[config.mk]
export PLATFORM = sky130hd
export DESIGN_NAME = fetch_ctrl_flat
export DESIGN_NICKNAME = d
export VERILOG_FILES = /design/src/rtl/fetch_ctrl_if.sv /design/src/rtl/fetch_ctrl.sv /design/src/flat_wrapper.sv
export SDC_FILE = /design/constraint.sdc
export NUM_CORES = 1
export LEC_CHECK = 0
export BUFFER_PORTS_ARGS = -buffer_cell sky130_fd_sc_hd__buf_4
export CAP_MARGIN = 20
export CELL_PAD_IN_SITES_DETAIL_PLACEMENT = 1
export CELL_PAD_IN_SITES_GLOBAL_PLACEMENT = 2
export CORE_MARGIN = 2
export CORE_UTILIZATION = 24
export CTS_CLUSTER_DIAMETER = 50
export DETAILED_ROUTE_END_ITERATION = 8
export GPL_ROUTABILITY_DRIVEN = 0
export PLACE_DENSITY_LB_ADDON = 0.1
export SETUP_SLACK_MARGIN = 0.5
export SLEW_MARGIN = 30
export SYNTH_ARGS = -nofsm -noshare
export SYNTH_HDL_FRONTEND = slang
export SYNTH_SLANG_ARGS = --single-unit
[constraint.sdc]
create_clock -name clk -period 1.8 [get_ports clk]
set_clock_uncertainty 0.2 [all_clocks]
set_input_delay 0.09 -clock clk [delete_from_list [all_inputs] [get_ports clk]]
set_output_delay 0.09 -clock clk [all_outputs]
set_load 0.1 [all_outputs]
[src/rtl/fetch_ctrl_if.sv]
// Fetch-stage control bundle: pipeline requests into the PC sequencer and
// the registered fetch PC/qualifiers coming back out.
`ifndef PC_WIDTH
`define PC_WIDTH 32
`endif

interface fetch_ctrl_if #(
    parameter int PC_W = `PC_WIDTH
);
    logic            stall_i;
    logic            br_valid_i;
    logic [PC_W-1:0] br_target_i;
    logic            trap_valid_i;
    logic [PC_W-1:0] trap_vector_i;
    logic            halt_i;
    logic [PC_W-1:0] pc_o;
    logic            pc_valid_o;
    logic            flush_o;
    logic [1:0]      state_o;

    // Pipeline side: issues requests, observes the fetch PC
    modport master (
        output stall_i, br_valid_i, br_target_i, trap_valid_i, trap_vector_i, halt_i,
        input  pc_o, pc_valid_o, flush_o, state_o
    );

    // Sequencer side
    modport slave (
        input  stall_i, br_valid_i, br_target_i, trap_valid_i, trap_vector_i, halt_i,
        output pc_o, pc_valid_o, flush_o, state_o
    );
endinterface

[src/rtl/fetch_ctrl.sv]
// Fetch PC sequencer: hold / increment / branch / trap redirect with a
// fixed-length flush pulse after every redirect. All outputs registered.
`ifndef PC_WIDTH
`define PC_WIDTH 32
`endif

module fetch_ctrl #(
    parameter int              PC_W         = `PC_WIDTH,
    parameter logic [PC_W-1:0] RESET_PC     = '0,
    parameter int              FLUSH_CYCLES = 2
) (
    input  logic         clk,
    input  logic         rst,
    fetch_ctrl_if.slave  bus
);
    typedef enum logic [1:0] {
        BOOT  = 2'b00,
        RUN   = 2'b01,
        FLUSH = 2'b10,
        HALT  = 2'b11
    } state_t;

    localparam logic [3:0]      CNT_RELOAD = 4'(FLUSH_CYCLES - 1);
    localparam logic [PC_W-1:0] PC_ONE     = 1;

    state_t          state_q, state_d;
    logic [PC_W-1:0] pc_q, pc_d;
    logic            valid_q, valid_d;
    logic            flush_q, flush_d;
    logic [3:0]      cnt_q, cnt_d;

    always_ff @(posedge clk or posedge rst) begin
        if (rst) begin
            state_q <= BOOT;
            pc_q    <= RESET_PC;
            valid_q <= 1'b0;
            flush_q <= 1'b0;
            cnt_q   <= '0;
        end else begin
            state_q <= state_d;
            pc_q    <= pc_d;
            valid_q <= valid_d;
            flush_q <= flush_d;
            cnt_q   <= cnt_d;
        end
    end

    // Redirect target: trap always outranks branch; branches only count in RUN
    logic            redir;
    logic [PC_W-1:0] redir_pc;

    always_comb begin
        redir    = 1'b0;
        redir_pc = bus.trap_vector_i;
        if (bus.trap_valid_i) begin
            redir = 1'b1;
        end else if (state_q == RUN && bus.br_valid_i) begin
            redir    = 1'b1;
            redir_pc = bus.br_target_i;
        end
    end

    always_comb begin
        state_d = state_q;
        pc_d    = pc_q;
        valid_d = valid_q;
        flush_d = flush_q;
        cnt_d   = cnt_q;

        if (redir && state_q != BOOT) begin
            state_d = FLUSH;
            pc_d    = redir_pc;
            valid_d = 1'b0;
            flush_d = 1'b1;
            cnt_d   = CNT_RELOAD;
        end else begin
            case (state_q)
                BOOT: begin
                    state_d = RUN;
                    valid_d = 1'b1;
                    flush_d = 1'b0;
                end
                RUN: begin
                    flush_d = 1'b0;
                    if (bus.halt_i) begin
                        state_d = HALT;
                        valid_d = 1'b0;
                    end else begin
                        valid_d = 1'b1;
                        if (!bus.stall_i) begin
                            pc_d = pc_q + PC_ONE;
                        end
                    end
                end
                FLUSH: begin
                    if (cnt_q == '0) begin
                        state_d = RUN;
                        valid_d = 1'b1;
                        flush_d = 1'b0;
                    end else begin
                        cnt_d   = cnt_q - 4'd1;
                        valid_d = 1'b0;
                        flush_d = 1'b1;
                    end
                end
                HALT: begin
                    valid_d = 1'b0;
                    flush_d = 1'b0;
                end
                default: state_d = BOOT;
            endcase
        end
    end

    assign bus.pc_o       = pc_q;
    assign bus.pc_valid_o = valid_q;
    assign bus.flush_o    = flush_q;
    assign bus.state_o    = state_q;
endmodule

[src/flat_wrapper.sv]
// flat-port wrapper written by rule: the top's interface ports become plain ports
module fetch_ctrl_flat 
#(
    parameter int              PC_W         = `PC_WIDTH,
    parameter logic [PC_W-1:0] RESET_PC     = '0,
    parameter int              FLUSH_CYCLES = 2
)
  (clk, rst, bus_stall_i, bus_br_valid_i, bus_br_target_i, bus_trap_valid_i, bus_trap_vector_i, bus_halt_i, bus_pc_o, bus_pc_valid_o, bus_flush_o, bus_state_o);
  fetch_ctrl_if #(.PC_W(PC_W)) bus_i ();
  input  logic clk;
  input  logic rst;
  input wire logic [$bits(bus_i.stall_i)-1:0] bus_stall_i;
  input wire logic [$bits(bus_i.br_valid_i)-1:0] bus_br_valid_i;
  input wire logic [$bits(bus_i.br_target_i)-1:0] bus_br_target_i;
  input wire logic [$bits(bus_i.trap_valid_i)-1:0] bus_trap_valid_i;
  input wire logic [$bits(bus_i.trap_vector_i)-1:0] bus_trap_vector_i;
  input wire logic [$bits(bus_i.halt_i)-1:0] bus_halt_i;
  output wire logic [$bits(bus_i.pc_o)-1:0] bus_pc_o;
  output wire logic [$bits(bus_i.pc_valid_o)-1:0] bus_pc_valid_o;
  output wire logic [$bits(bus_i.flush_o)-1:0] bus_flush_o;
  output wire logic [$bits(bus_i.state_o)-1:0] bus_state_o;
  assign bus_i.stall_i = bus_stall_i;
  assign bus_i.br_valid_i = bus_br_valid_i;
  assign bus_i.br_target_i = bus_br_target_i;
  assign bus_i.trap_valid_i = bus_trap_valid_i;
  assign bus_i.trap_vector_i = bus_trap_vector_i;
  assign bus_i.halt_i = bus_halt_i;
  assign bus_pc_o = bus_i.pc_o;
  assign bus_pc_valid_o = bus_i.pc_valid_o;
  assign bus_flush_o = bus_i.flush_o;
  assign bus_state_o = bus_i.state_o;
  fetch_ctrl #(.PC_W(PC_W), .RESET_PC(RESET_PC), .FLUSH_CYCLES(FLUSH_CYCLES)) u_core (.clk(clk), .rst(rst), .bus(bus_i));
endmodule
==> results.toml <==
[hold_path]
hold_path.class = "input pin to register"
hp-start = "bus_br_target_i[24]"

[sta]
timing.final.ws_setup_ps = -174.6
relSlewSlack_pct = 60.17
setup_violations = 31
timing.final.crit_share_pct = 109.7
rsz0062_at_grt = "true"
hold_viol_final = 0
slew_viol_final = 0
period_needed_ps = 1975
fmax_mhz = 506.4
tightest_slew_ps = 593.8

[floorplanning]
row_count = 38
start_util_pct = 24.55
placeableCoreArea_sq_um = 10790
top_level_ports = 106
die_y_um = 109.1
die_w_um = 109.1
die_area_sq_um = 11900

[synth]
synth_cells = 325
syn-num-nets = 398
async_flop_share_pct = 100.0
dominantRegCellSynth = "dfrtp_1"
syn_area_sq_um = 2650
ys_warn_count = 0
yosysSeqAreaShare_pct = 37.77
synth-seq-cells = 40
postSynthAreaPerCell_sq_um = 8.154
yosys.cell_types.count = 50
synth_edf_count = 0

[critical_path]
cp_top_family = "simple AND/OR/NAND/NOR gates"
regToRegStartpoint = "u_core.bus.state_o[1]"
worstPathArrival_ps = 2020
slowest_stage = "dfrtp_4"
cp.required_ps = 1840
end_kind = "register"
path_buf_inv = 2
cp-startpoint = "u_core.bus.state_o[1]"
critical_path.max_stage_delay_ps = 520
cp-start-kind = "register"
r2r_slack_ps = -170
crit_path_cell_trace = "or2_4, buf_12, o21ai_4, nand2_2, buf_4, or3_1, nand4_1"
critPathMaxFanout = 5
path_class = "register to register"

[outcome]
violations = "negative setup slack"
outcome = "finished with violations"

[cts]
cts.path.max_buffers = 2
cts_sinks = 40
cts.clk_slew.worst_paths_ps = 90
cts_tree = "yes"
cts_root_buffer = "clkbuf_8"
cts_buffers = 5
h-tree-depth = 2
clkLatencyLatePin_ps = 300

[detailed_routing]
ant_nets = 0
via_per_inst = 5.046
drc = 0
routed_wl_um = 12210
via_count = 3492
drtIter0Drc = 108
dr.pass1.iters = 4
wl_per_cell_um = 17.65

[finish]
final_util_pct = 56.06
layout-drive-gt1-share_pct = 63.22
final_common_cell = "buf_4"
num_antenna_cells = 0
layout.nets = 624
synthToLayoutAreaGrowth_pct = 128.3
final_cell_mix = "127 x buf_4, 40 x buf_6, 34 x nand2_1, 34 x buf_12, 29 x dlygate4sd3_1"

[pwr]
p_leak_nw = 2.538
ir_drop_v = 0.001047
pwr_density_cell_nw_per_um2 = 1913
total_power_w = 0.01158

[global_route]
grtUsageTotal_pct = 19.88
grt_pass1_vias = 3724
grt_start_max_net_pins = 25
grt-ovfl-total = 0
antenna_found_initial = 0
grt_pass1_wl_um = 18510

[placed_design]
place_hpwl_um = 8403
io_buffer_count = 105

[run]
cap_violations = 0
## logic make-up after synthesis
kind of cell | count (synthesis) | share of synthesized area (%)
buf+inv | 34 | 5.005
fa+ha+maj | 3 | 1.417
simple gates | 124 | 24.65
flops | 40 | 37.77
xor+xnor | 2 | 0.6611
mux | 6 | 2.408
compound gates | 116 | 28.09
## worst min-delay path: cells and delay by family
kind / cells / cell delay [ps]
AND/OR/NAND/NOR: 2 / 160
buffers and inverters: 1 / 80
AO/OA/AOI/OAI: 2 / 140
## cells in the mapped netlist (all sizes together), types with 7 or more instances
| library cell | n | area [sq um] |
|---|---|---|
| o22ai | 21 | 131.4 |
| a21oi | 31 | 155.2 |
| nand2 | 41 | 156.4 |
| or3 | 7 | 43.79 |
| nor2 | 20 | 75.07 |
| nand3 | 20 | 100.1 |
| o21ai | 24 | 120.1 |
| buf | 7 | 31.28 |
| nand4 | 12 | 96.34 |
| o221ai | 12 | 105.1 |
| inv | 10 | 37.54 |
| dfrtp | 40 | 1001 |
| clkbuf | 17 | 63.81 |
## sequential cells by signal (all words and copies together) (netlist names)
name	count
u_core.bus.flush_o	1
u_core.bus.pc_o	32
u_core.bus.pc_valid_o	1
u_core.bus.state_o	2
u_core.cnt_q	4
## area by class of cell
cell class              instances  area [sq um]
fillers                      1172          4742
clock buffers                   6         72.57
multi-input cells             251          2051
flip-flops and latches         40          1097
repair buffers                243          2580
clock inverters                 2         35.03
inverters                      10         40.04
well taps                     140         175.2
## stage by stage
step	instance area (sq um)	std cells	hold WS (ps)	worst slack (ps)	TNS, ps
global route	6051	692	33.75	-262.1	-5514
CTS	5401	669	4.451	-158.9	-2602
global placement	4349	619	-82.79	-160.1	-2649
detailed placement	4349	619	-76.11	-193.5	-3460
floorplan	2970	325	67.52	-409.9	-6015
finish	6051	692	4.799	-174.6	-2720
## layer usage
layer  part of all wire [%]  GRT usage (%)  routed length [um]
met2                     55          37.00                6660
met5                      0              0                   0
met1                     41          23.90                5059
met4                   0.74          4.396                  90
met3                    3.3          3.048                 403
## where the power goes
part / leakage (nW) / internal [W] / switching [W]
Combinational: 2.07 / 0.00369 / 0.00516
Sequential: 0.416 / 0.00146 / 0.000501
Clock: 0.0552 / 0.000412 / 0.000352
## worst paths after layout
path                                        to  depth (start not counted)
hold / removal             u_core.bus.pc_o[24]                          5
hold reg to reg            u_core.bus.pc_o[21]                          1
setup / recovery           u_core.bus.pc_o[31]                          7
min in group asynchronous   u_core.bus.pc_o[0]                          3
setup reg to reg           u_core.bus.pc_o[31]                          7
max in group asynchronous  u_core.bus.pc_o[18]                          4
## timing repair
item,CTS,global route
endpoints found under the hold margin,39,0
resized for setup,138,98
cloned,0,1
setup buffers,13,22
hold buffers,29,0
pin swaps,15,37
endpoints found under the setup margin,73,69
(Power assumes the default switching activity.)
